`src/rtl/serial_adder_ctrl_pkg.sv`:
```
// Shared definitions for the bit-serial adder controller: FSM encoding and default width.
package serial_adder_ctrl_pkg;

    localparam int SA_WIDTH_DEF = 8;

    typedef enum logic [1:0] {
        S_IDLE = 2'd0,
        S_RUN  = 2'd1,
        S_DONE = 2'd2
    } sa_state_e;

endpackage

```
`src/rtl/serial_adder_ctrl_if.sv`:
```
// Requester <-> serial adder handshake bundle.
// The sub port exists only when SERIAL_ADD_SUB_EN is defined.
interface serial_adder_ctrl_if
    import serial_adder_ctrl_pkg::*;
#(
    parameter int WIDTH = SA_WIDTH_DEF
);
    logic             start;
    logic [WIDTH-1:0] a;
    logic [WIDTH-1:0] b;
    logic             cin;
`ifdef SERIAL_ADD_SUB_EN
    logic             sub;
`endif
    logic             busy;
    logic             done;
    logic [WIDTH-1:0] sum;
    logic             cout;

`ifdef SERIAL_ADD_SUB_EN
    modport master (output start, a, b, cin, sub, input busy, done, sum, cout);
    modport slave  (input start, a, b, cin, sub, output busy, done, sum, cout);
`else
    modport master (output start, a, b, cin, input busy, done, sum, cout);
    modport slave  (input start, a, b, cin, output busy, done, sum, cout);
`endif

endinterface

```
`src/rtl/serial_adder_ctrl_bit_slice_fa.sv`:
```
// Combinational 1-bit full adder, time-shared across all bit positions.
module bit_slice_fa (
    input  logic x,
    input  logic y,
    input  logic ci,
    output logic s,
    output logic co
);

    assign s  = x ^ y ^ ci;
    assign co = (x & y) | (x & ci) | (y & ci);

endmodule

```
`src/rtl/serial_adder_ctrl.sv`:
```
// Bit-serial WIDTH-bit adder: one full-adder slice, LSB first, one bit per clock.
// Optional subtract mode under macro SERIAL_ADD_SUB_EN.
module serial_adder_ctrl
    import serial_adder_ctrl_pkg::*;
#(
    parameter int WIDTH = SA_WIDTH_DEF
) (
    input  logic                clk,
    input  logic                rst,
    serial_adder_ctrl_if.slave  bus
);

    localparam int CNT_W = $clog2(WIDTH + 1);
    localparam logic [CNT_W-1:0] CNT_LAST = CNT_W'(WIDTH - 1);

    sa_state_e        state_q;
    logic [WIDTH-1:0] a_sh_q;
    logic [WIDTH-1:0] b_sh_q;
    logic [WIDTH-1:0] sum_q;
    logic [CNT_W-1:0] cnt_q;
    logic             carry_q;
    logic             cout_q;

    logic [WIDTH-1:0] b_ld;
    logic             c_ld;
    logic             fa_s;
    logic             fa_co;

`ifdef SERIAL_ADD_SUB_EN
    // a - b == a + ~b + 1; a final carry of 1 means no borrow
    assign b_ld = bus.sub ? ~bus.b : bus.b;
    assign c_ld = bus.sub | bus.cin;
`else
    assign b_ld = bus.b;
    assign c_ld = bus.cin;
`endif

    bit_slice_fa u_fa (
        .x  (a_sh_q[0]),
        .y  (b_sh_q[0]),
        .ci (carry_q),
        .s  (fa_s),
        .co (fa_co)
    );

    always_ff @(posedge clk or posedge rst) begin
        if (rst) begin
            state_q <= S_IDLE;
            a_sh_q  <= '0;
            b_sh_q  <= '0;
            sum_q   <= '0;
            cnt_q   <= '0;
            carry_q <= 1'b0;
            cout_q  <= 1'b0;
        end else begin
            case (state_q)
                S_IDLE, S_DONE: begin
                    if (bus.start) begin
                        a_sh_q  <= bus.a;
                        b_sh_q  <= b_ld;
                        carry_q <= c_ld;
                        cnt_q   <= '0;
                        state_q <= S_RUN;
                    end else begin
                        state_q <= S_IDLE;
                    end
                end
                S_RUN: begin
                    // Result enters at the MSB so after WIDTH shifts bit 0 sits at sum[0]
                    sum_q   <= {fa_s, sum_q[WIDTH-1:1]};
                    carry_q <= fa_co;
                    a_sh_q  <= a_sh_q >> 1;
                    b_sh_q  <= b_sh_q >> 1;
                    cnt_q   <= cnt_q + 1'b1;
                    if (cnt_q == CNT_LAST) begin
                        cout_q  <= fa_co;
                        state_q <= S_DONE;
                    end
                end
                default: state_q <= S_IDLE;
            endcase
        end
    end

    assign bus.busy = (state_q == S_RUN);
    assign bus.done = (state_q == S_DONE);
    assign bus.sum  = sum_q;
    assign bus.cout = cout_q;

endmodule

```
`src/flat_wrapper.sv`:
```
// flat-port wrapper written by rule: the top's interface ports become plain ports
module serial_adder_ctrl_flat import serial_adder_ctrl_pkg::*;
#(
    parameter int WIDTH = SA_WIDTH_DEF
)
  (clk, rst, bus_start, bus_a, bus_b, bus_cin, bus_busy, bus_done, bus_sum, bus_cout);
  serial_adder_ctrl_if #(.WIDTH(WIDTH)) bus_i ();
  input  logic clk;
  input  logic rst;
  input wire logic [$bits(bus_i.start)-1:0] bus_start;
  input wire logic [$bits(bus_i.a)-1:0] bus_a;
  input wire logic [$bits(bus_i.b)-1:0] bus_b;
  input wire logic [$bits(bus_i.cin)-1:0] bus_cin;
  output wire logic [$bits(bus_i.busy)-1:0] bus_busy;
  output wire logic [$bits(bus_i.done)-1:0] bus_done;
  output wire logic [$bits(bus_i.sum)-1:0] bus_sum;
  output wire logic [$bits(bus_i.cout)-1:0] bus_cout;
  assign bus_i.start = bus_start;
  assign bus_i.a = bus_a;
  assign bus_i.b = bus_b;
  assign bus_i.cin = bus_cin;
  assign bus_busy = bus_i.busy;
  assign bus_done = bus_i.done;
  assign bus_sum = bus_i.sum;
  assign bus_cout = bus_i.cout;
  serial_adder_ctrl #(.WIDTH(WIDTH)) u_core (.clk(clk), .rst(rst), .bus(bus_i));
endmodule
```
`config.mk`:
```
export PLATFORM = sky130hd
export DESIGN_NAME = serial_adder_ctrl_flat
export DESIGN_NICKNAME = d
export VERILOG_FILES = /design/src/rtl/serial_adder_ctrl_pkg.sv /design/src/rtl/serial_adder_ctrl_if.sv /design/src/rtl/serial_adder_ctrl_bit_slice_fa.sv /design/src/rtl/serial_adder_ctrl.sv /design/src/flat_wrapper.sv
export SDC_FILE = /design/constraint.sdc
export NUM_CORES = 1
export LEC_CHECK = 0
export BUFFER_PORTS_ARGS = -buffer_cell sky130_fd_sc_hd__buf_2
export CAP_MARGIN = 20
export CORE_ASPECT_RATIO = 1.5
export CORE_UTILIZATION = 52
export DETAILED_ROUTE_END_ITERATION = 16
export GPL_ROUTABILITY_DRIVEN = 0
export GPL_TIMING_DRIVEN = 0
export HOLD_SLACK_MARGIN = 0.03
export PLACE_DENSITY = 0.77
export SYNTH_ARGS = -nofsm -noshare
export SYNTH_HDL_FRONTEND = slang
export SYNTH_SLANG_ARGS = --single-unit
```
`constraint.sdc`:
```
create_clock -name clk -period 1.65 [get_ports clk]
set_input_delay 0.33 -clock clk [delete_from_list [all_inputs] [get_ports clk]]
set_output_delay 0.33 -clock clk [all_outputs]
set_load 0.01 [all_outputs]
```
==> key figures <==
Route
  – Routed WL per cell: 13.9 um
  – Vias per cell: 5.40
  – Starting DRC count in detailed routing: 21
  – Routed vias: 951
  – Final WL: 2.44 mm
  – First drt pass iteration count: 4
  – Remaining DRCs: 0
  – Count of antenna-violating nets left after detailed routing: 0

Yosys
  – Synth unique cells: 20
  – Avg Inst Size Synth: 14.0 um2
  – Synth top area share: 0.572
  – Synth warn: 0
  – Dominant cells by area after synthesis: dfrtp_1 57%, a22o_1 12%, a21o_1 8.0%, mux2_2 7.2%, buf_6 3.2%
  – Netlist Area Pre-Place: 0.00140 mm2
  – Mapped Nets: 122
  – Area leader, netlist: dfrtp_1
  – Synthesized instance count: 100
  – Sequential share of the synthesized area: 0.572
  – Seq cells post-synth: 32

Timing
  – Slew HR: 0.665
  – Worst Skew: 13.6 ps
  – Worst-Margin Slew: 502 ps
  – RSZ-0062 raised after global routing: no
  – Min Tclk post-route: 1510 ps
  – Setup WS post-layout: 141 ps
  – Setup TNS: 0 ps
  – Final Max Tran Viols: 0
  – Final Hold Viols: 0
  – Maximum operating frequency: 663 MHz
  – Crit share post-route: 0.915
  – Final setup fails: 0

Worst setup path
  – CP required: 1880 ps
  – Most common cell on crit path: buf_4
  – Worst Path Class, Setup: flop to flop
  – CP Max Fanout: 10
  – Critical Path AT: 1740 ps
  – Crit path max-delay family: buffers and inverters
  – Setup crit end kind: flop
  – Crit path cell chain: buf_4, nor2b_1, buf_4, buf_2, mux2i_1, a22o_1
  – CP bufs+invs: 3
  – CP peak stage delay: 390 ps
  – Startpoint types: flop
  – Slowest CP cell: dfrtp_1

Floorplanning
  – Die width: 44.4 um
  – Num rows: 22
  – Die Y: 65.6 um
  – Core Area: 0.00250 mm2
  – Die Area: 0.00291 mm2
  – Ports: 31
  – Starting Density: 0.559

Run
  – Max-cap violations: 0

Placement
  – Port Buffers: 30
  – DP Wirelength: 1.78 mm
  – Place WS: 189 ps

GRT
  – Grt total ovfl: 0
  – Pin count of the biggest net entering global routing: 23
  – Total Routing Usage GR: 0.210
  – First-pass GRT wire length: 4.32 mm
  – Vias in the first global route: 1006
  – Initial antenna violation count: 0

Clock tree
  – Clock tree buffer depth: 2
  – CTS tree: done
  – Root buffer cell: clkbuf_4
  – H-tree levels: 2
  – CTS Sinks: 32
  – Total CTS buffers: 5
  – Reg clk slew, reported paths: 100 ps
  – Clock Latency Late Sink: 330 ps
  – # resized after CTS: 0

Power and ir drop
  – Power Density: 2040 mW/mm2
  – Logic gate share of total power: 0.415
  – Leak pwr: 0.932 nW
  – Sw Share: 0.322
  – Clk network pwr share: 0.189
  – P_int: 2.38 mW
  – Psw: 1.13 mW
  – Peak supply drop: 1300 uV
  – Flop pwr share: 0.396

Layout
  – Commonest non-fill, non-tap cell in the layout: dfrtp_1
  – N_diodes: 0
  – Ratio of cells with drive above 1 in the final layout: 0.414
  – Area grow syn2layout: 23.1%
  – Most frequent cells in the layout: 32 x dfrtp_1, 31 x buf_2, 19 x a22o_1
  – Final nets: 161

Run status
  – Status: completed

Hold path
  – Worst Hold Class: primary input to flop
-- worst reg2reg max path: cells and delay by family (launching register included) --
family	cells	cell delay (ps)
buf+inv	3	570
flops	1	390
compound gates	1	240
simple gates	1	120
mux	1	100
-- area by class of cell --
| cell class | count | area (um2) |
|---|---|---|
| multi-input combinational | 60 | 531 |
| timing repair buffer | 33 | 195 |
| sequential | 32 | 801 |
| inverter | 1 | 3.75 |
| tap | 36 | 45.0 |
| fill | 212 | 781 |
| buffer | 6 | 53.8 |
| clock buffer | 7 | 65.1 |
| clock inverter | 1 | 30.0 |
-- registers in the layout, summed over array words and instances (netlist names) --
signal / cells
u_core.bus.sum: 8
u_core.cnt_q: 4
u_core.a_sh_q: 8
u_core.bus.cout: 1
u_core.state_q: 2
u_core.carry_q: 1
u_core.b_sh_q: 8
-- cell families after synthesis --
group,count (synthesis),share of synthesized area
compound gates,35,0.203
fa+ha+maj,2,0.0232
buf+inv,8,0.0491
flops,32,0.572
mux,12,0.0947
simple gates,11,0.0581
-- synth_stat cells (all sizes together) --
cell,instances
nor2b,4
nand4,1
nor2,1
nand2,3
fa,1
dfrtp,32
nand2b,1
mux2,10
ha,1
a21o,15
nor3b,1
buf,7
o21ai,1
inv,1
mux2i,2
a22o,19
-- power by group through the flow --
stage / clock network, mW / logic [mW] / registers (mW)
after detailed placement: 0 / 1.49 / 1.41
after global routing: 0.712 / 1.63 / 1.43
after global placement: 0 / 1.43 / 1.38
after floorplan: 0 / 1.09 / 1.41
final: 0.664 / 1.46 / 1.39
after CTS: 0.680 / 1.50 / 1.39
-- timing repair --
item / CTS / global route
endpoints found under the setup margin: 0 / 1
hold buffers: 1 / 0
hold endpoints to repair: 10 / 0
setup buffers: 0 / 1
-- worst paths after layout --
kind,start,endpoint,slack [ps],cells past startpoint
worst min register to register,u_core.a_sh_q[5],u_core.a_sh_q[5],490,1
min in group asynchronous,rst,u_core.b_sh_q[3],570,3
worst min-delay path,bus_a[7],u_core.a_sh_q[7],230,2
worst max register to register,u_core.state_q[0],u_core.cnt_q[2],140,6
max in group asynchronous,rst,u_core.a_sh_q[0],610,4
worst max-delay path,u_core.state_q[0],u_core.cnt_q[2],140,6
-- layer usage --
layer | up-vias | share of wire | GRT usage
li1 | 446 | - | -
met1 | 473 | 0.40 | 0.219
met2 | 28 | 0.53 | 0.364
met3 | 4 | 0.043 | 0.0687
met4 | 0 | 0.025 | 0.102
met5 | - | 0 | 0
-- metrics by stage --
step	util	hold WS (ps)	instances	area, um2	power, mW
6_report	0.688	225	176	1720	3.51
5_1_grt	0.688	209	176	1720	3.77
4_1_cts	0.690	214	176	1730	3.58
3_5_place_dp	0.648	378	167	1620	2.90
3_3_place_gp	0.637	458	166	1600	2.80
2_1_floorplan	-	446	100	1400	2.50
Note: power is estimated with default switching activity, not from simulation.
